[config.mk]
export PLATFORM = sky130hd
export DESIGN_NAME = serial_mag_comparator_flat
export DESIGN_NICKNAME = d
export VERILOG_FILES = /design/src/rtl/serial_mag_comparator_if.sv /design/src/rtl/serial_mag_comparator.sv /design/src/flat_wrapper.sv
export SDC_FILE = /design/constraint.sdc
export NUM_CORES = 1
export LEC_CHECK = 0
export ABC_AREA = 1
export CAP_MARGIN = 20
export CORE_UTILIZATION = 53
export CTS_CLUSTER_DIAMETER = 60
export DETAILED_ROUTE_END_ITERATION = 8
export PLACE_DENSITY = 0.81
export SLEW_MARGIN = 20
export SYNTH_ARGS = -nofsm -noshare
export SYNTH_HDL_FRONTEND = slang
export SYNTH_SLANG_ARGS = --single-unit
[constraint.sdc]
create_clock -name clk -period 2 [get_ports clk]
set_input_delay 0.5 -clock clk [delete_from_list [all_inputs] [get_ports clk]]
set_output_delay 0.5 -clock clk [all_outputs]
set_load 0.03 [all_outputs]
[src/rtl/serial_mag_comparator_if.sv]
// Operand/result handshake bundle for serial_mag_comparator.
// The slave side is the comparator; the master side is its producer/consumer.
interface serial_mag_comparator_if #(
  parameter int WIDTH = 32
);
  logic             in_valid;
  logic             in_ready;
  logic [WIDTH-1:0] a;
  logic [WIDTH-1:0] b;
  logic             out_valid;
  logic             out_ready;
  logic             eq;
  logic             gt;
  logic             lt;
  logic             busy;

  modport master (
    output in_valid, a, b, out_ready,
    input  in_ready, out_valid, eq, gt, lt, busy
  );

  modport slave (
    input  in_valid, a, b, out_ready,
    output in_ready, out_valid, eq, gt, lt, busy
  );
endinterface

[src/rtl/serial_mag_comparator.sv]
// Sequential unsigned magnitude comparator: scans operands MSB-first, DIGIT bits
// per cycle, exits at the first differing digit and reports one-hot eq/gt/lt.
module serial_mag_comparator #(
  parameter int WIDTH = 32,
  parameter int DIGIT = 4
) (
  input logic                    clk,
  input logic                    rst,
  serial_mag_comparator_if.slave bus
);
  localparam int N  = WIDTH / DIGIT;
  localparam int CW = (N > 1) ? $clog2(N) : 1;

  typedef enum logic [1:0] {
    IDLE = 2'd0,
    RUN  = 2'd1,
    DONE = 2'd2
  } state_t;

  state_t           r_state;
  logic [WIDTH-1:0] r_sa;
  logic [WIDTH-1:0] r_sb;
  logic [CW-1:0]    r_cnt;
  logic             r_out_valid;
  logic             r_eq;
  logic             r_gt;
  logic             r_lt;

  logic [DIGIT-1:0] w_da;
  logic [DIGIT-1:0] w_db;
  logic             w_last;

  assign w_da   = r_sa[WIDTH-1 -: DIGIT];
  assign w_db   = r_sb[WIDTH-1 -: DIGIT];
  assign w_last = (r_cnt == CW'(N - 1));

  always_ff @(posedge clk) begin
    if (rst) begin
      r_state     <= IDLE;
      r_sa        <= '0;
      r_sb        <= '0;
      r_cnt       <= '0;
      r_out_valid <= 1'b0;
      r_eq        <= 1'b0;
      r_gt        <= 1'b0;
      r_lt        <= 1'b0;
    end else begin
      case (r_state)
        IDLE: begin
          // in_ready is implied here: state is IDLE and rst is low
          if (bus.in_valid) begin
            r_sa    <= bus.a;
            r_sb    <= bus.b;
            r_cnt   <= '0;
            r_state <= RUN;
          end
        end
        RUN: begin
          if (w_da > w_db) begin
            r_gt        <= 1'b1;
            r_out_valid <= 1'b1;
            r_state     <= DONE;
          end else if (w_da < w_db) begin
            r_lt        <= 1'b1;
            r_out_valid <= 1'b1;
            r_state     <= DONE;
          end else if (w_last) begin
            r_eq        <= 1'b1;
            r_out_valid <= 1'b1;
            r_state     <= DONE;
          end else begin
            r_sa  <= r_sa << DIGIT;
            r_sb  <= r_sb << DIGIT;
            r_cnt <= r_cnt + CW'(1);
          end
        end
        DONE: begin
          if (bus.out_ready) begin
            r_out_valid <= 1'b0;
            r_eq        <= 1'b0;
            r_gt        <= 1'b0;
            r_lt        <= 1'b0;
            r_state     <= IDLE;
          end
        end
        default: r_state <= IDLE;
      endcase
    end
  end

  assign bus.in_ready  = (r_state == IDLE) && !rst;
  assign bus.busy      = (r_state != IDLE);
  assign bus.out_valid = r_out_valid;
  assign bus.eq        = r_eq;
  assign bus.gt        = r_gt;
  assign bus.lt        = r_lt;
endmodule

[src/flat_wrapper.sv]
// flat-port wrapper written by rule: the top's interface ports become plain ports
module serial_mag_comparator_flat 
#(
  parameter int WIDTH = 32,
  parameter int DIGIT = 4
)
  (clk, rst, bus_in_valid, bus_a, bus_b, bus_out_ready, bus_in_ready, bus_out_valid, bus_eq, bus_gt, bus_lt, bus_busy);
  serial_mag_comparator_if #(.WIDTH(WIDTH)) bus_i ();
  input logic clk;
  input logic rst;
  input wire logic [$bits(bus_i.in_valid)-1:0] bus_in_valid;
  input wire logic [$bits(bus_i.a)-1:0] bus_a;
  input wire logic [$bits(bus_i.b)-1:0] bus_b;
  input wire logic [$bits(bus_i.out_ready)-1:0] bus_out_ready;
  output wire logic [$bits(bus_i.in_ready)-1:0] bus_in_ready;
  output wire logic [$bits(bus_i.out_valid)-1:0] bus_out_valid;
  output wire logic [$bits(bus_i.eq)-1:0] bus_eq;
  output wire logic [$bits(bus_i.gt)-1:0] bus_gt;
  output wire logic [$bits(bus_i.lt)-1:0] bus_lt;
  output wire logic [$bits(bus_i.busy)-1:0] bus_busy;
  assign bus_i.in_valid = bus_in_valid;
  assign bus_i.a = bus_a;
  assign bus_i.b = bus_b;
  assign bus_i.out_ready = bus_out_ready;
  assign bus_in_ready = bus_i.in_ready;
  assign bus_out_valid = bus_i.out_valid;
  assign bus_eq = bus_i.eq;
  assign bus_gt = bus_i.gt;
  assign bus_lt = bus_i.lt;
  assign bus_busy = bus_i.busy;
  serial_mag_comparator #(.WIDTH(WIDTH), .DIGIT(DIGIT)) u_core (.clk(clk), .rst(rst), .bus(bus_i));
endmodule
**Yosys cells after proc, flatten, opt, wreduce, memory -nomap -nowiden**

Cells that the tools add are included.

- Add/subtract/negate cells: 1
- $lt $le $gt $ge: 2
- Equal/unequal tests: 12
- Mux-type cells: 34
- Reduce and logical (&&, ||, !) cells: 12

Operators by type and width:

| operator | count |
|---|---|
| $mux W32 | 8 |
| $pmux W32 S2 | 2 |
| $mux W3 | 4 |
| $mux W2 | 5 |
| $ne A2 B2 Y1 const B | 5 |
| $reduce_and A5 Y1 | 2 |
| $mux W1 | 9 |
| $reduce_and A3 Y1 | 3 |
| $pmux W1 S2 | 4 |
| $ne A2 B1 Y1 const B | 3 |
| $pmux W2 S3 | 1 |
| $pmux W3 S2 | 1 |
| $reduce_bool A2 Y1 | 3 |
| $gt A4 B4 Y1 | 1 |
| $lt A4 B4 Y1 | 1 |
| $ne A4 B1 Y1 const B | 1 |
| $reduce_and A4 Y1 | 1 |
| $add A3 B1 Y3 const B | 1 |
| $eq A3 B3 Y1 const B | 1 |
| $eq A2 B1 Y1 const B | 1 |
| $eq A2 B2 Y1 const B | 1 |
| $logic_not A2 Y1 | 1 |
| $logic_and A1 B1 Y1 | 1 |
| $logic_not A1 Y1 | 1 |

- Register bits after elaboration: 73
- Input bits: 68
- Output and inout port bits: 6
- Logic and storage cells: 69

**Depth between registers and ports, before layout**

- Depth after elaboration: 5
- Depth in mapped cells: 14
- Mapped depth without buffers: 13

**Worst setup path before layout**

OpenSTA, ideal clock, no wires.

- Path kind: reg-to-reg
- Start point: register u_core.r_state[0]
- End point: register u_core.r_sa[15]
- Setup time: 0.115 ns
- Arrival time: 1.664 ns
- Required time: 1.885 ns
- Slack: 0.221 ns
- Stages on the path, launching flop included: 12
- Buffers on the path: 2
- Period minus slack after synthesis: 1.779 ns
- Cells stage by stage: dfxtp_1 -> inv_1 -> ha_1 -> inv_1 -> nor2_1 -> inv_1 -> o21a_1 -> buf_2 -> clkbuf_1 -> nand3_1 -> nand2_1 -> nor2_1

- Longest elaborated chain between the ends: 3
- Elaborated cells between the ends (all ways): 9
- Those cells by class: eq/ne (5); mux (1); reduce/logical (3)

RTL lines:

| element | line | source |
|---|---|---|
| start: declaration | serial_mag_comparator.sv:20 | `state_t r_state;` |
| start signal: assignment | serial_mag_comparator.sv:39 | `r_state <= IDLE;` |
| start signal: assignment | serial_mag_comparator.sv:55 | `r_state <= RUN;` |
| start signal: assignment | serial_mag_comparator.sv:62 | `r_state <= DONE;` |
| $eq A2 B1 Y1 or $logic_not A2 Y1 (tied branches) | serial_mag_comparator.sv:48 | `case (r_state)` |
| $ne A2 B2 Y1 (no line) or $reduce_bool A2 Y1 (tied branches) | - |  |
| $reduce_and A5 Y1 (no line) | - |  |
| end signal: assignment | serial_mag_comparator.sv:52 | `r_sa <= bus.a;` |
| end signal: assignment | serial_mag_comparator.sv:72 | `r_sa <= r_sa << DIGIT;` |
| end: declaration | serial_mag_comparator.sv:21 | `logic [WIDTH-1:0] r_sa;` |

Several ways; a longest one is shown, not always the timed one.
A chain may end at the register's enable or synchronous reset.

**Final worst setup path**

- Start point: register u_core.r_sb[31]
- End point: register u_core.r_sa[4]

- Longest elaborated chain between the ends: 3
- Elaborated cells between the ends (all ways): 5
- Those cells by class: order compare (2); eq/ne (2); reduce/logical (1)

RTL lines:

| element | line | source |
|---|---|---|
| start: declaration | serial_mag_comparator.sv:22 | `logic [WIDTH-1:0] r_sb;` |
| start signal: assignment | serial_mag_comparator.sv:53 | `r_sb <= bus.b;` |
| start signal: assignment | serial_mag_comparator.sv:73 | `r_sb <= r_sb << DIGIT;` |
| $lt A4 B4 Y1 or $gt A4 B4 Y1 (tied branches) | serial_mag_comparator.sv:63, serial_mag_comparator.sv:59 |  |
| $ne A2 B2 Y1 (no line) | - |  |
| $reduce_and A5 Y1 (no line) * | - |  |

Mark *: on every way between the ends. The rest lies on a longest branch, timed or not.

==> metrics <==
Placement Setup Slack=0.0907 ns; Post-DRT Antenna Nets=0; P_int=4.96 mW; Tot Pwr=9.16 mW; Main synth FF type=dfxtp_1; Worst path max stage delay=0.33 ns; CTS Sinks=73; Vias=3,635; Crit-path slowest cell=dfxtp_1; Total Wirelength=8.95 mm; Crit. End Element=flip-flop; slack of the worst reg-to-reg path=0.11 ns; ranking of synthesized cells by area=dfxtp_1 36%, mux2i_1 14%, nand2_1 10%, a21oi_1 7.8%, nor2_1 7.2%; fin crit period=1.89 ns; 1st-pass router iterations=4; XOR/XNOR share of the synthesized area=0%; most common cell after layout, fill and taps aside=nand2_1; Crit path arrival time=2.13 ns; Yosys reg bits=73; Clk pwr share=11.7%; gr ovfl total=0; Sw Share=45.8%; commonest non-fill, non-tap cells in the layout=106 x nand2_1, 77 x nor2_1, 73 x dfxtp_1, 71 x clkdlybuf4s50_1, 63 x a21oi_1; reg-to-reg critical path startpoint=u_core.r_sb[31]; antenna violations before repair=0; Gate Count Post-Synth=535; Async SR Flop Fraction=0%; clk buf depth=2; Final Max Tran Viols=0; Port Buffers=73; worst path required time=2.24 ns; H-tree Lvls=3; ANT cells=0; Worst Hold Depth=2; Critical Path Start Type=flip-flop; leading area contributor after synthesis=dfxtp_1; CTS buffer count=9; Yosys warning total=0; Initial Util=55.2%; maximum VDD drop=822 uV; Fmax=530 MHz; post-synthesis cell type count=21; first-pass GRT wire length=14.2 mm; Pwr Density=1810 nW/um^2; Final nets=669; clock skew=0.0105 ns; sw power=4.20 mW; setup violators final=0; GRT Util Overall=23.0%; Tcrit/Tclk final=94.4%; largest net degree at the start of global routing=65; main combinational cell family by area after synthesis=simple AND/OR/NAND/NOR gates; hold_ws=0.465 ns; top cell type's share of synthesized area=36.3%; Routed WL per cell=12.9 um; Tightest Pin Transition=0.365 ns; R2R depth=9; Post-synth EDFFs=0; Core ar.=7290 sq um; die height=89.1 um; Hold Path End=u_core.bus.out_valid; Area Overhead vs Synth=25.7%; area share of and/or/nand/nor cells after synthesis=29.2%; Post-Syn Area=4020 sq um; post-CTS setup buffers=0; Ports=74; Static Leak=2.19 nW; hold_buf cts=0; number of global-route vias before repair=3,298; Reg power frac=24.6%; die area=7950 sq um; clock latency on the worst-skew pair=0.35 ns; setup ws final=0.113 ns; Clk Tree Root Cell=clkbuf_8; relative slew slack=75.7%; post-synthesis sequential area ratio=36.3%; combinational share of power=63.7%; multiplexer share of the synthesized area=13.9%; RSZ-0062 raised after global routing=true; worst min path class=reg2reg; number of cell rows=31; via/cell ratio=5.22; Max Cap Viol=0; fillers=635; Design Area, Final=5060 sq um; Horiz. Die Dim=89.1 um; status=complete, no violations; Placer Congestion=0.778; hold path start=u_core.bus.out_valid; DP Area=4810 sq um; drt drc=0; clock slew seen by the registers of the worst setup and hold paths=0.08 ns; DR iter-0 viols=166; worst setup path class=reg2reg; CP Max Fanout=29; CTS tree=built; Fin. Hold Viols=0; Syn Area/Cell=7.52 sq um; Post-Synth Adder-Cell Area=2.80%; hpwl dp=5.67 mm; cells along the critical path=inv_1, ha_1, a21oi_1, nand2_1, nand2_1, nand2_4, clkbuf_16, a21oi_1, nor2_1; r2r endpoint=u_core.r_sa[4]; Syn Nets=612; fraction of layout cells with a size suffix above 1=10.6%; Compound-Gate Fraction of Synth Area=8.68%
==> cell type report <==
type,count,area [sq um],share of cell area (%)
clock buffers,12,155,3.07
clock inverters,4,27.5,0.544
inverters,28,105,2.08
multi-input cells,392,2230,44.0
flip-flops and latches,73,1460,28.9
well taps,99,124,2.45
repair buffers,88,961,19.0
==> metal layers <==
| metal | share of wire (%) | track usage (%) | vias up |
|---|---|---|---|
| met4 | 2.1 | 11.1 | 0 |
| met3 | 3.1 | 3.05 | 19 |
| met1 | 46 | 27.9 | 1662 |
| met2 | 49 | 40.4 | 75 |
| met5 | 0 | 0 | - |
| li1 | - | - | 1879 |
==> metrics by stage <==
step,cells,TNS (ns),utilization (%)
3_3_place_gp,678,0,66.0
3_5_place_dp,678,0,66.0
2_1_floorplan,535,0,-
5_1_grt,696,-0.917,69.4
4_1_cts,694,0,68.5
6_report,696,0,69.4
==> cell usage after synthesis (9+ instances only) <==
library cell and number:
buf_6 9, dfxtp_1 73, buf_2 18, a21oi_1 63
nand2_1 107, mux2i_1 56, nor2_1 77, clkbuf_1 11
nand3_1 51, inv_1 25, nand3_2 20, ha_1 9
==> state kept, by name, indices dropped and copies added (netlist names) <==
signal                flops
u_core.r_sa              32
u_core.bus.lt             1
u_core.r_cnt              3
u_core.r_state            2
u_core.bus.out_valid      1
u_core.bus.gt             1
u_core.r_sb              32
u_core.bus.eq             1
==> worst max path at each step <==
stage	from	to	slack, ns	cells after the start
2_1_floorplan	u_core.r_state[0]	u_core.r_sa[15]	0.22	11
6_report	u_core.r_sb[31]	u_core.r_sa[4]	0.11	9
3_5_place_dp	bus_in_valid	u_core.r_sa[28]	0.09	8
4_1_cts	u_core.r_state[1]	bus_busy	0.004	4
3_3_place_gp	bus_in_valid	u_core.r_sa[25]	0.12	8
5_1_grt	u_core.r_sb[31]	u_core.r_sb[16]	-0.05	9
==> timing repair <==
item / CTS / global route
endpoints found under the setup margin: 1 / 25
gates resized for setup: 1 / 5
gates cloned: 0 / 2
==> power groups by stage <==
stage          combinational [mW]  sequential [mW]  clock, mW
6_report                     5.83             2.26       1.07
5_1_grt                      6.53             2.31       1.16
4_1_cts                      5.62             2.25       1.09
3_5_place_dp                 5.59             2.28          0
3_3_place_gp                 5.43             2.26          0
2_1_floorplan                4.69             2.27          0
==> worst max-delay path, delay by kind of cell, from the launching register on <==
| kind | cells | cell delay, ns |
|---|---|---|
| DFF | 1 | 0.33 |
| and+or+nand+nor | 4 | 0.46 |
| buffers and inverters | 2 | 0.30 |
| AOI/OAI and AO/OA | 2 | 0.37 |
| adders and majority gates | 1 | 0.30 |
==> cell families after synthesis <==
| group | after synthesis |
|---|---|
| adder cells (fa/ha/maj) | 9 |
| flip-flops | 73 |
| multiplexers | 56 |
| buffers and inverters | 70 |
| AO/OA/AOI/OAI | 68 |
| AND/OR/NAND/NOR | 259 |
Note: power is estimated with default switching activity, not from simulation.
